--- config.mk ---
export PLATFORM = sky130hd
export DESIGN_NAME = mux8_sel_arb
export DESIGN_NICKNAME = d
export VERILOG_FILES = /design/src/rtl/mux8_sel_arb.sv
export SDC_FILE = /design/constraint.sdc
export NUM_CORES = 1
export LEC_CHECK = 0
export CAP_MARGIN = 30
export CELL_PAD_IN_SITES_DETAIL_PLACEMENT = 2
export CELL_PAD_IN_SITES_GLOBAL_PLACEMENT = 2
export CORE_AREA = 4 4 75 77
export CTS_BUF_LIST = sky130_fd_sc_hd__clkbuf_4
export CTS_CLUSTER_SIZE = 10
export DETAILED_ROUTE_END_ITERATION = 6
export DIE_AREA = 0 0 79 81
export PLACE_DENSITY_LB_ADDON = 0.3
export RECOVER_POWER = 50
export SYNTH_ARGS = -nofsm -noshare
export SYNTH_HDL_FRONTEND = slang
export SYNTH_SLANG_ARGS = --single-unit
--- constraint.sdc ---
create_clock -name clk -period 3.2 [get_ports clk]
set_clock_uncertainty 0.1 [all_clocks]
set_input_delay 0.96 -clock clk [delete_from_list [all_inputs] [get_ports clk]]
set_output_delay 0.96 -clock clk [all_outputs]
set_load 0.005 [all_outputs]
--- src/rtl/mux8_sel_arb.sv ---
// mux8_sel_arb: round-robin arbiter driving the select of an 8:1 mux; define MUX8_ARB_HOLD_LIMIT_EN to cap beats per grant at HOLD_MAX
module mux8_sel_arb #(
  parameter int HOLD_MAX = 4
) (
  input  logic       clk,
  input  logic       rst_n,
  input  logic [7:0] req,
  input  logic       done,
  input  logic       ready,
  output logic [2:0] sel,
  output logic [7:0] gnt,
  output logic       valid
);
  localparam int BW = $clog2(HOLD_MAX + 1);
  typedef enum logic {IDLE, GRANT} state_t;
  state_t state, state_d;
  logic [2:0] ptr, ptr_d, sel_d, w;
  logic [7:0] gnt_d;
  logic valid_d, beat, rel;
  logic [BW-1:0] beats, beats_d;
  assign beat = valid && ready;
`ifdef MUX8_ARB_HOLD_LIMIT_EN
  localparam logic [BW-1:0] HMAX = BW'(HOLD_MAX);
  assign rel = (beat && done) || !req[sel] || (beat && beats + BW'(1) == HMAX);
`else
  assign rel = (beat && done) || !req[sel];
`endif
  // first requesting channel found scanning cyclically upward from ptr
  always_comb begin
    w = ptr;
    for (int i = 7; i >= 0; i--)
      if (req[ptr + 3'(i)]) w = ptr + 3'(i);
  end
  // next-state: grant from IDLE, release or count beats in GRANT
  always_comb begin
    state_d = state;
    ptr_d = ptr;
    sel_d = sel;
    gnt_d = gnt;
    valid_d = valid;
    beats_d = beats;
    if (state == IDLE) begin
      if (|req) begin
        state_d = GRANT;
        sel_d = w;
        gnt_d = 8'b1 << w;
        valid_d = 1'b1;
        beats_d = '0;
      end
    end else if (rel) begin
      state_d = IDLE;
      valid_d = 1'b0;
      gnt_d = '0;
      beats_d = '0;
      ptr_d = sel + 3'd1;
    end else if (beat && beats != '1) begin
      beats_d = beats + BW'(1);
    end
  end
  // state register with asynchronous reset
  always_ff @(posedge clk or negedge rst_n) begin
    if (!rst_n) begin
      state <= IDLE;
      ptr <= '0;
      sel <= '0;
      gnt <= '0;
      valid <= 1'b0;
      beats <= '0;
    end else begin
      state <= state_d;
      ptr <= ptr_d;
      sel <= sel_d;
      gnt <= gnt_d;
      valid <= valid_d;
      beats <= beats_d;
    end
  end
endmodule

; ---- After elaboration in Yosys (flattened, before gate mapping)
; Cells that the tools add are included.
; W data, S select, Z words.
[totals]
out_inout_bits = 12
input_bits = 12
ff_bits = 16
wordCells = 69
[classes]
shifts = 1
bitwise_logic = 1
add_sub_neg = 8
n_mux = 35
n_reduce_logical = 9
n_eq_ne = 1
n_lt_le_gt_ge = 9
[ops]
columns = cell, count
row1 = $lt A3 B4 Y1 const B, 9
row2 = $bmux W1 S3, 9
row3 = $mux W3, 8
row4 = $mux W8, 3
row5 = $mux W1, 15
row6 = $add A3 B3 Y3 const B, 4
row7 = $reduce_or A8 Y1, 1
row8 = $shl A1 B3 Y8 const A, 1
row9 = $add A3 B1 Y3 const B, 2
row10 = $add A3 B2 Y3 const B, 2
row11 = $reduce_and A2 Y1, 3
row12 = $logic_and A1 B1 Y1, 2
row13 = $ne A2 B1 Y1 const B, 1
row14 = $reduce_bool A2 Y1, 1
row15 = $logic_not A1 Y1, 1
row16 = $logic_or A1 B1 Y1, 1
row17 = $not A1 Y1, 1

; ---- Depth between registers and ports, before layout
; Gate-level depths: netlist of the first run.
[depth]
depth_word = 14
mapped_depth = 12
ltp_nobuf = 9

; ---- Worst setup path before layout of the first run
; OpenSTA, ideal clock, no wires.
[synth_timing]
kind = register to register
startpoint = register ptr[1]
endpoint = register gnt[0]
setup_ns = 0.122
period_less_slack_ns = 3.249
t_arrival_ns = 3.028
path_slack_ns = -0.049
t_required_ns = 2.978
stages_incl_launch_ff = 11
path_buffers = 1
cell_sequence = dfrtp_1 clkbuf_1 inv_1 ha_1 mux4_2 mux2_2 a21o_1 a311oi_1 o21ai_1 a31o_1 a32o_1
[synth_between]
elab_chain_cells = 14
word_cells_on_any_way = 34
cone_classes = add/sub: 7 / shift: 1 / mux: 26
[synth_lines]
columns = item, line
row1 = start: declaration, 17  ; logic [2:0] ptr, ptr_d, sel_d, w;
row2 = start signal: assignment, 71  ; ptr <= ptr_d;
row3 = $add A3 B3 Y3, 32  ; if (req[ptr + 3'(i)]) w = ptr + 3'(i);
row4 = $bmux W1 S3, 32
row5 = $mux W1 (implied by the code), 32
row6 = $mux W3 (7 in series), 32
row7 = $mux W3 (*), 32
row8 = $shl A1 B3 Y8 (*), 46  ; gnt_d = 8'b1 << w;
row9 = $mux W8 (*), 43  ; if (|req) begin
row10 = $mux W8 (*), 42  ; if (state == IDLE) begin
row11 = end signal: assignment, 73  ; gnt <= gnt_d;
row12 = end: declaration, 11  ; output logic [7:0] gnt,
; Every way passes the cells marked *; elsewhere a longest branch is shown, timed or not. The select of a mux whose other input is x is not followed.
; A chain may end at the register's enable or synchronous reset.

; ---- Worst setup path in the final report of the first run
[layout_timing]
startpoint = input req[3]
endpoint = register gnt[2]
[layout_between]
elab_chain_cells = 13
word_cells_on_any_way = 35
cone_classes = eq/ne: 1 / shift: 1 / mux: 28 / reduce/logical: 5
[layout_lines]
columns = item, line
row1 = start: declaration, 7  ; input logic [7:0] req,
row2 = $bmux W1 S3, 32
row3 = $mux W1 (implied by the code), 32
row4 = $mux W3 (8 in series), 32
row5 = $shl A1 B3 Y8, 46
row6 = $mux W8, 43
row7 = $mux W8, 42
; Parallel ways exist; a longest one is shown, timed or not. The select of a mux whose other input is x is not followed.

==> run_summary.xml, run 1 <==
<?xml version="1.0" encoding="UTF-8"?>
<metrics>
  <group name="outcome">
    <metric name="run_status" unit="">finished clean</metric>
  </group>
  <group name="synthesis">
    <metric name="yosys_register_bits" unit="">16</metric>
    <metric name="avgSynthCellArea" unit="um2">9.910</metric>
    <metric name="synth.top_cell.area_share" unit="%">26.76</metric>
    <metric name="synth_sequential_area_ratio" unit="%">26.76</metric>
    <metric name="synth_warnings" unit="">0</metric>
    <metric name="syn_nets" unit="">166</metric>
    <metric name="post_synth_main_area_contributors" unit="">sky130_fd_sc_hd__dfrtp_1 (27%), sky130_fd_sc_hd__mux4_2 (11%), sky130_fd_sc_hd__mux2_2 (7.5%), sky130_fd_sc_hd__a32o_1 (5.4%), sky130_fd_sc_hd__mux4_1 (5.3%)</metric>
    <metric name="syn-instance-count" unit="">151</metric>
    <metric name="netlist.top_cell.by_area" unit="">sky130_fd_sc_hd__dfrtp_1</metric>
    <metric name="synth.cell_area" unit="um2">1496</metric>
    <metric name="netlist-cell-type-count" unit="">44</metric>
  </group>
  <group name="min_path">
    <metric name="min_path_type" unit="">flip-flop to flip-flop</metric>
    <metric name="min_path_cells" unit="">1</metric>
    <metric name="hold_end" unit="">gnt[5]</metric>
    <metric name="min-delay-start" unit="">gnt[5]</metric>
  </group>
  <group name="placement">
    <metric name="numPortBuffers" unit="">23</metric>
    <metric name="post_dp_cell_area" unit="um2">1974</metric>
    <metric name="place.gp.congestion" unit="">0.8748</metric>
    <metric name="hpwlAfterDp" unit="mm">4.214</metric>
  </group>
  <group name="critical_path">
    <metric name="startpoint_type" unit="">input pin</metric>
    <metric name="reg2reg_depth" unit="">10</metric>
    <metric name="crit_path_top_delay_cell" unit="">sky130_fd_sc_hd__mux4_2</metric>
    <metric name="crit_path_cell_trace" unit="">dlygate4sd2_1 -&gt; buf_4 -&gt; mux4_2 -&gt; buf_4 -&gt; a22o_1 -&gt; a211oi_2 -&gt; o21ai_2 -&gt; and2_2 -&gt; a32o_1</metric>
    <metric name="cp_data_required_time" unit="ps">3280</metric>
    <metric name="timing.reg2reg.setup_slack" unit="ps">230</metric>
    <metric name="critPathKind" unit="">input pin to flip-flop</metric>
    <metric name="timing.critical_path.arrival" unit="ps">3210</metric>
    <metric name="critical_path.reg2reg.endpoint" unit="">gnt[4]</metric>
    <metric name="critical_path.endpoint_type" unit="">flip-flop</metric>
    <metric name="rr_startpoint" unit="">ptr[0]</metric>
    <metric name="cpPeakStageDelay" unit="ps">550</metric>
    <metric name="timing.critical_path.mode_cell" unit="">sky130_fd_sc_hd__buf_4</metric>
    <metric name="path_max_fanout" unit="">5</metric>
  </group>
  <group name="die">
    <metric name="chipWidth" unit="um">79</metric>
    <metric name="placement_rows" unit="">26</metric>
    <metric name="floorplan.io_pins" unit="">24</metric>
    <metric name="die_area" unit="um2">6399</metric>
    <metric name="start_util" unit="%">29.87</metric>
    <metric name="die_height" unit="um">81</metric>
    <metric name="placeableCoreArea" unit="um2">5010</metric>
  </group>
  <group name="global_route">
    <metric name="global_route.overflow_total" unit="">0</metric>
    <metric name="track_usage" unit="%">18.43</metric>
    <metric name="grt_start_max_net_pins" unit="">18</metric>
    <metric name="antenna_violations_before_repair" unit="">0</metric>
    <metric name="via_count_of_the_first_global_routing_pass" unit="">1664</metric>
    <metric name="grt_pass1_wl" unit="mm">9.239</metric>
  </group>
  <group name="routing">
    <metric name="number_of_vias_in_the_routed_layout" unit="">1485</metric>
    <metric name="remaining_drc_errors" unit="">0</metric>
    <metric name="postRouteAntennaNets" unit="">0</metric>
    <metric name="drt_pass1_iterations" unit="">4</metric>
    <metric name="initialDrtViolationCount" unit="">67</metric>
    <metric name="detail_route.wl_per_cell" unit="um">20.15</metric>
    <metric name="viasPerCell" unit="">5.520</metric>
    <metric name="detail_route.wirelength" unit="mm">5.421</metric>
  </group>
  <group name="timing">
    <metric name="max-slew-margin-rel" unit="%">49.38</metric>
    <metric name="max_freq" unit="MHz">319.4</metric>
    <metric name="worst-slew-pin-transition" unit="ps">756.7</metric>
    <metric name="post-route-period-util" unit="%">97.83</metric>
    <metric name="timing_max_transition_violations_final" unit="">0</metric>
    <metric name="hold_viol" unit="">0</metric>
    <metric name="finalSetupViolations" unit="">0</metric>
    <metric name="finalWorstPathRequiredPeriod" unit="ps">3130</metric>
    <metric name="rsz0062_at_grt" unit="">no</metric>
  </group>
  <group name="cells_and_area">
    <metric name="layout-drive-gt1-share" unit="%">34.17</metric>
    <metric name="stdcell_area" unit="um2">2061</metric>
    <metric name="num_antenna_cells" unit="">0</metric>
    <metric name="area_added_between_synthesis_and_finish" unit="%">37.71</metric>
    <metric name="final_net_count" unit="">215</metric>
  </group>
  <group name="clocking">
    <metric name="clk-insertion-delay-late" unit="ps">280</metric>
    <metric name="cts_tree" unit="">yes</metric>
    <metric name="clkSlewWorstSetupHoldPaths" unit="ps">100</metric>
    <metric name="cts_made_buffers" unit="">3</metric>
    <metric name="worst_case_clock_buffer_depth" unit="">2</metric>
    <metric name="clock-sinks" unit="">16</metric>
    <metric name="htreeDepth" unit="">1</metric>
    <metric name="cts.root.buffer_cell" unit="">sky130_fd_sc_hd__clkbuf_4</metric>
  </group>
  <group name="run">
    <metric name="maxCapViolations" unit="">0</metric>
  </group>
</metrics>
[how the worst max path moves through the flow]
stage                         to  cells after the start    from
final                     gnt[2]                      9  req[3]
after global routing      gnt[7]                      9  req[5]
after CTS                 gnt[4]                     10  req[5]
after detailed placement  gnt[4]                      9  req[5]
after global placement    gnt[2]                      9  req[3]
after floorplan           gnt[0]                     11  ptr[0]
[cells in the mapped netlist, drive strengths merged]
| cell | instances |
|---|---|
| nor2b | 1 |
| dfrtp | 16 |
| o211ai | 3 |
| a221oi | 2 |
| nand3 | 4 |
| a311oi | 1 |
| ha | 3 |
| a21oi | 8 |
| buf | 6 |
| xor2 | 3 |
| a32o | 8 |
| a21o | 2 |
| o21ai | 10 |
| nand4 | 1 |
| and2 | 2 |
| mux4 | 10 |
| xnor2 | 3 |
| mux2 | 10 |
| and3 | 1 |
| o21a | 1 |
| a2111oi | 1 |
| clkbuf | 2 |
| nand4b | 1 |
| a22o | 1 |
| o22ai | 1 |
| mux2i | 8 |
| nor4 | 2 |
| nor3 | 2 |
| clkinv | 1 |
| a221o | 2 |
| a31oi | 1 |
| a31o | 2 |
| nand2b | 1 |
| and4 | 1 |
| nand2 | 13 |
| a211oi | 1 |
| nor2 | 10 |
| inv | 6 |
[registers in the layout, summed over array words and instances, names as in the netlist]
register / count
valid: 1
state: 1
ptr: 3
sel: 3
gnt: 8
[cell type report]
cell class              count  area (um2)
fillers                   576        2949
multi-input cells         120        1094
repair buffers             52       426.7
flip-flops and latches     16       400.4
well taps                  70       87.58
inverters                   7       26.28
clock buffers               3       22.52
clock inverters             1       3.754
[what timing repair did]
item,in CTS,in global routing
pin swaps,3,2
resized for setup,19,14
endpoints found under the setup margin,11,9
hold buffers,0,0
buffers inserted,2,0
[cell families (layout without fill, tap and decap cells)]
kind of cell,count (synthesis),in the layout,share of synthesized area [%]
AOI/OAI and AO/OA,44,44,21.41
buffers and inverters,15,63,4.598
adders and majority gates,3,3,2.509
and+or+nand+nor,39,39,12.29
DFF,16,16,26.76
muxes,28,28,28.93
xor gates and xnor gates,6,6,3.512
[worst max-delay path, delay by kind of cell]
| kind | cells | cell delay (ps) |
|---|---|---|
| mux | 1 | 550 |
| compound gates | 4 | 870 |
| simple gates | 1 | 250 |
| buf+inv | 3 | 580 |
[placed cells by master, fill, tap and decap left out, drive strengths merged, types with 4 or more instances in the layout]
cell type,instances
a21oi,8
a32o,8
buf,29
clkbuf,6
clkdlybuf4s50,8
dfrtp,16
dlygate4sd2,5
dlygate4sd3,7
inv,6
mux2,10
mux2i,8
mux4,10
nand2,13
nand3,4
nor2,10
o21ai,10
[through the flow]
stage	hold WS, ps	util, %	setup TNS (ps)	instances	setup slack (ps)
5_1_grt	426.3	41.13	0	269	13.43
2_1_floorplan	382.8	-	0	151	73.34
6_report	394.0	41.13	0	269	69.53
4_1_cts	407.2	41.03	0	269	31.14
3_5_place_dp	384.3	39.41	-5877	263	-632.3
3_3_place_gp	380.2	39.41	-4628	263	-486.5
[metal layers]
metal | vias to the layer above | GRT usage, % | wire (um)
met5 | - | 0 | 0
met4 | 0 | 1.546 | 10
met3 | 2 | 1.885 | 125
met2 | 21 | 35.86 | 2983
met1 | 775 | 22.69 | 2302
li1 | 687 | - | -
Power of run 1 is left out: the tool's default activity adds up to more than one toggle a clock period on the data nets, which glitch-free logic cannot reach.
==> run 2: changes to the inputs <==
Settings changed: GPL_TIMING_DRIVEN from default to 0, SLEW_MARGIN from default to 20.
==> run 2 against run 1 <==
Compared with the run above: die area did not move; sequential cell count is the same; routed wire length fell by 5.8%; final cell count down 5.6%; global-route usage down 1.1 points; sequential share of layout area increased by 1.2 points; critical path type is now flip-flop to flip-flop; critical endpoint is now gnt[4]; highest routed layer unchanged.
==> run_summary.xml, run 2 (synthesis results as in run 1) <==
<?xml version="1.0" encoding="UTF-8"?>
<metrics>
  <group name="timing">
    <metric name="timing_max_transition_violations_final" unit="">0</metric>
    <metric name="hold_viol" unit="">0</metric>
    <metric name="finalSetupViolations" unit="">0</metric>
    <metric name="max-slew-margin-rel" unit="%">51.93</metric>
    <metric name="post-route-period-util" unit="%">97.34</metric>
    <metric name="worst-slew-pin-transition" unit="ps">718.7</metric>
    <metric name="post-route-worst-setup-slack" unit="ps">85.00</metric>
    <metric name="max_freq" unit="MHz">321.0</metric>
    <metric name="finalWorstPathRequiredPeriod" unit="ps">3115</metric>
  </group>
  <group name="die">
    <metric name="start_util" unit="%">29.87</metric>
    <metric name="placement_rows" unit="">26</metric>
    <metric name="placeableCoreArea" unit="um2">5010</metric>
    <metric name="die_area" unit="um2">6399</metric>
    <metric name="chipWidth" unit="um">79</metric>
    <metric name="die_height" unit="um">81</metric>
    <metric name="floorplan.io_pins" unit="">24</metric>
  </group>
  <group name="routing">
    <metric name="postRouteAntennaNets" unit="">0</metric>
    <metric name="met2WireLength" unit="mm">2.756</metric>
    <metric name="viasPerCell" unit="">5.732</metric>
    <metric name="initialDrtViolationCount" unit="">55</metric>
    <metric name="detail_route.wirelength" unit="mm">5.109</metric>
    <metric name="number_of_vias_in_the_routed_layout" unit="">1456</metric>
    <metric name="drt_pass1_iterations" unit="">4</metric>
    <metric name="detail_route.wl_per_cell" unit="um">20.11</metric>
    <metric name="drt-met1-wl" unit="mm">2.206</metric>
    <metric name="highest-signal-layer" unit="">met4</metric>
    <metric name="remaining_drc_errors" unit="">0</metric>
    <metric name="met3_length" unit="um">51</metric>
  </group>
  <group name="clocking">
    <metric name="cts.root.buffer_cell" unit="">sky130_fd_sc_hd__clkbuf_4</metric>
    <metric name="clk-insertion-delay-late" unit="ps">290</metric>
    <metric name="worst_case_clock_buffer_depth" unit="">2</metric>
    <metric name="clock-sinks" unit="">16</metric>
    <metric name="cts_made_buffers" unit="">3</metric>
    <metric name="htreeDepth" unit="">1</metric>
    <metric name="clkSlewWorstSetupHoldPaths" unit="ps">90</metric>
    <metric name="cts_tree" unit="">yes</metric>
  </group>
  <group name="pwr">
    <metric name="p_leak" unit="nW">0.7736</metric>
    <metric name="vdd_ir_max" unit="mV">0.4792</metric>
    <metric name="power.density" unit="nW/um2">1334</metric>
  </group>
  <group name="cells_and_area">
    <metric name="final_net_count" unit="">200</metric>
    <metric name="final_core_util" unit="%">38.86</metric>
    <metric name="layout-drive-gt1-share" unit="%">28.80</metric>
    <metric name="biggestRegsByFlops" unit="">gnt: 8 flops, ptr: 3 flops, sel: 3 flops</metric>
    <metric name="mostFrequentLayoutCell" unit="">sky130_fd_sc_hd__dfrtp_1</metric>
    <metric name="num_antenna_cells" unit="">0</metric>
    <metric name="top_register" unit="">gnt</metric>
    <metric name="largest_register_ffs" unit="">8</metric>
    <metric name="area_added_between_synthesis_and_finish" unit="%">30.10</metric>
    <metric name="most_frequent_cells_in_the_layout" unit="">sky130_fd_sc_hd__dfrtp_1 (15), sky130_fd_sc_hd__nand2_1 (13), sky130_fd_sc_hd__mux2_2 (10), sky130_fd_sc_hd__nor2_1 (10)</metric>
    <metric name="final_cells" unit="">254</metric>
  </group>
  <group name="placement">
    <metric name="hpwlAfterDp" unit="mm">3.863</metric>
    <metric name="place_ws" unit="ps">-669.2</metric>
    <metric name="numPortBuffers" unit="">23</metric>
    <metric name="place.gp.congestion" unit="">0.7936</metric>
    <metric name="numPlacedInstances" unit="">244</metric>
  </group>
  <group name="critical_path">
    <metric name="timing.critical_path.arrival" unit="ps">3200</metric>
    <metric name="startpoint_type" unit="">flip-flop</metric>
    <metric name="critPathKind" unit="">flip-flop to flip-flop</metric>
    <metric name="critical_path.endpoint_type" unit="">flip-flop</metric>
    <metric name="cp_data_required_time" unit="ps">3280</metric>
    <metric name="path_max_fanout" unit="">10</metric>
  </group>
  <group name="global_route">
    <metric name="global_route.overflow_total" unit="">0</metric>
    <metric name="grt_start_max_net_pins" unit="">17</metric>
    <metric name="antenna_violations_before_repair" unit="">0</metric>
    <metric name="grt_pass1_wl" unit="mm">8.604</metric>
    <metric name="via_count_of_the_first_global_routing_pass" unit="">1642</metric>
    <metric name="track_usage" unit="%">17.30</metric>
  </group>
  <group name="run">
    <metric name="maxCapViolations" unit="">0</metric>
  </group>
  <group name="min_path">
    <metric name="min_path_type" unit="">flip-flop to flip-flop</metric>
  </group>
  <group name="outcome">
    <metric name="run_status" unit="">finished clean</metric>
  </group>
</metrics>
## run 2: cell count changes in the layout (fill, tap and decap cells not counted), moves of 2 or more
cell	previous run	this run
sky130_fd_sc_hd__buf_8	0	3
sky130_fd_sc_hd__buf_4	29	7
sky130_fd_sc_hd__a21oi_1	5	7
sky130_fd_sc_hd__inv_1	6	4
sky130_fd_sc_hd__buf_2	0	2
## run 2: worst paths after layout
path | from | depth (start not counted) | endpoint | slack [ps]
worst min-delay path | gnt[1] | 1 | gnt[1] | 390
worst max-delay path | ptr[1] | 10 | gnt[4] | 90
worst max register to register | ptr[1] | 10 | gnt[4] | 90
worst min register to register | gnt[1] | 1 | gnt[1] | 390
min in group asynchronous | rst_n | 1 | ptr[2] | 1060
max in group asynchronous | rst_n | 1 | ptr[1] | 1450
## run 2: power breakdown
group / leakage, nW / switching [mW] / internal (mW)
logic: 0.558 / 1.16 / 0.981
clock network: 0.0154 / 0.0617 / 0.0454
registers: 0.201 / 0.0681 / 0.281
## run 2: repair_timing
item                                   in CTS  in global routing
pin swaps                                   2                  1
resized for setup                          24                 18
endpoints found under the hold margin       0                  0
hold buffers                                0                  0
setup endpoints to repair                  11                 10
buffers inserted                            6                  1
## run 2: final cells by class
class / count / area [um2]
Inverter: 7 / 30.03
Clock buffer: 3 / 22.52
Timing Repair Buffer: 30 / 257.7
Clock inverter: 1 / 3.754
Fill cell: 582 / 3063
Tap cell: 70 / 87.58
Multi-Input combinational cell: 120 / 1081
Buffer: 7 / 62.56
Sequential cell: 16 / 401.6
## run 2: routing by layer
metal	GRT usage (%)	vias up
met5	0	-
met4	6.014	0
met3	1.663	9
met2	32.58	17
met1	20.45	766
li1	-	664
## run 2: worst max-delay path: stages, from the launching register on
cell and delay, ps:
sky130_fd_sc_hd__dfrtp_2 390, sky130_fd_sc_hd__buf_8 150, sky130_fd_sc_hd__clkinvlp_4 120, sky130_fd_sc_hd__ha_4 310, sky130_fd_sc_hd__mux4_2 540, sky130_fd_sc_hd__mux2_2 300, sky130_fd_sc_hd__a21o_1 190, sky130_fd_sc_hd__a311oi_2 280
sky130_fd_sc_hd__o21ai_2 100, sky130_fd_sc_hd__a31o_2 260, sky130_fd_sc_hd__a32o_1 250
## run 2: stage by stage
stage | total power, mW | hold WS, ps | setup TNS, ps | cell area [um2]
after floorplan | 1.679 | 382.8 | 0 | 1498
after global placement | 2.112 | 380.1 | -5188 | 1815
after detailed placement | 2.213 | 384.3 | -6740 | 1815
after CTS | 2.511 | 405.3 | 0 | 1921
after global routing | 2.837 | 432.9 | -1.535 | 1947
final | 2.596 | 393.6 | 0 | 1947
(Power assumes the default switching activity.)
==> run 3: changes to the inputs <==
Settings changed: ABC_AREA from default to 0.
==> results of run 3 <==
No change in the layout: final DEF, timing and power equal those of run 2.
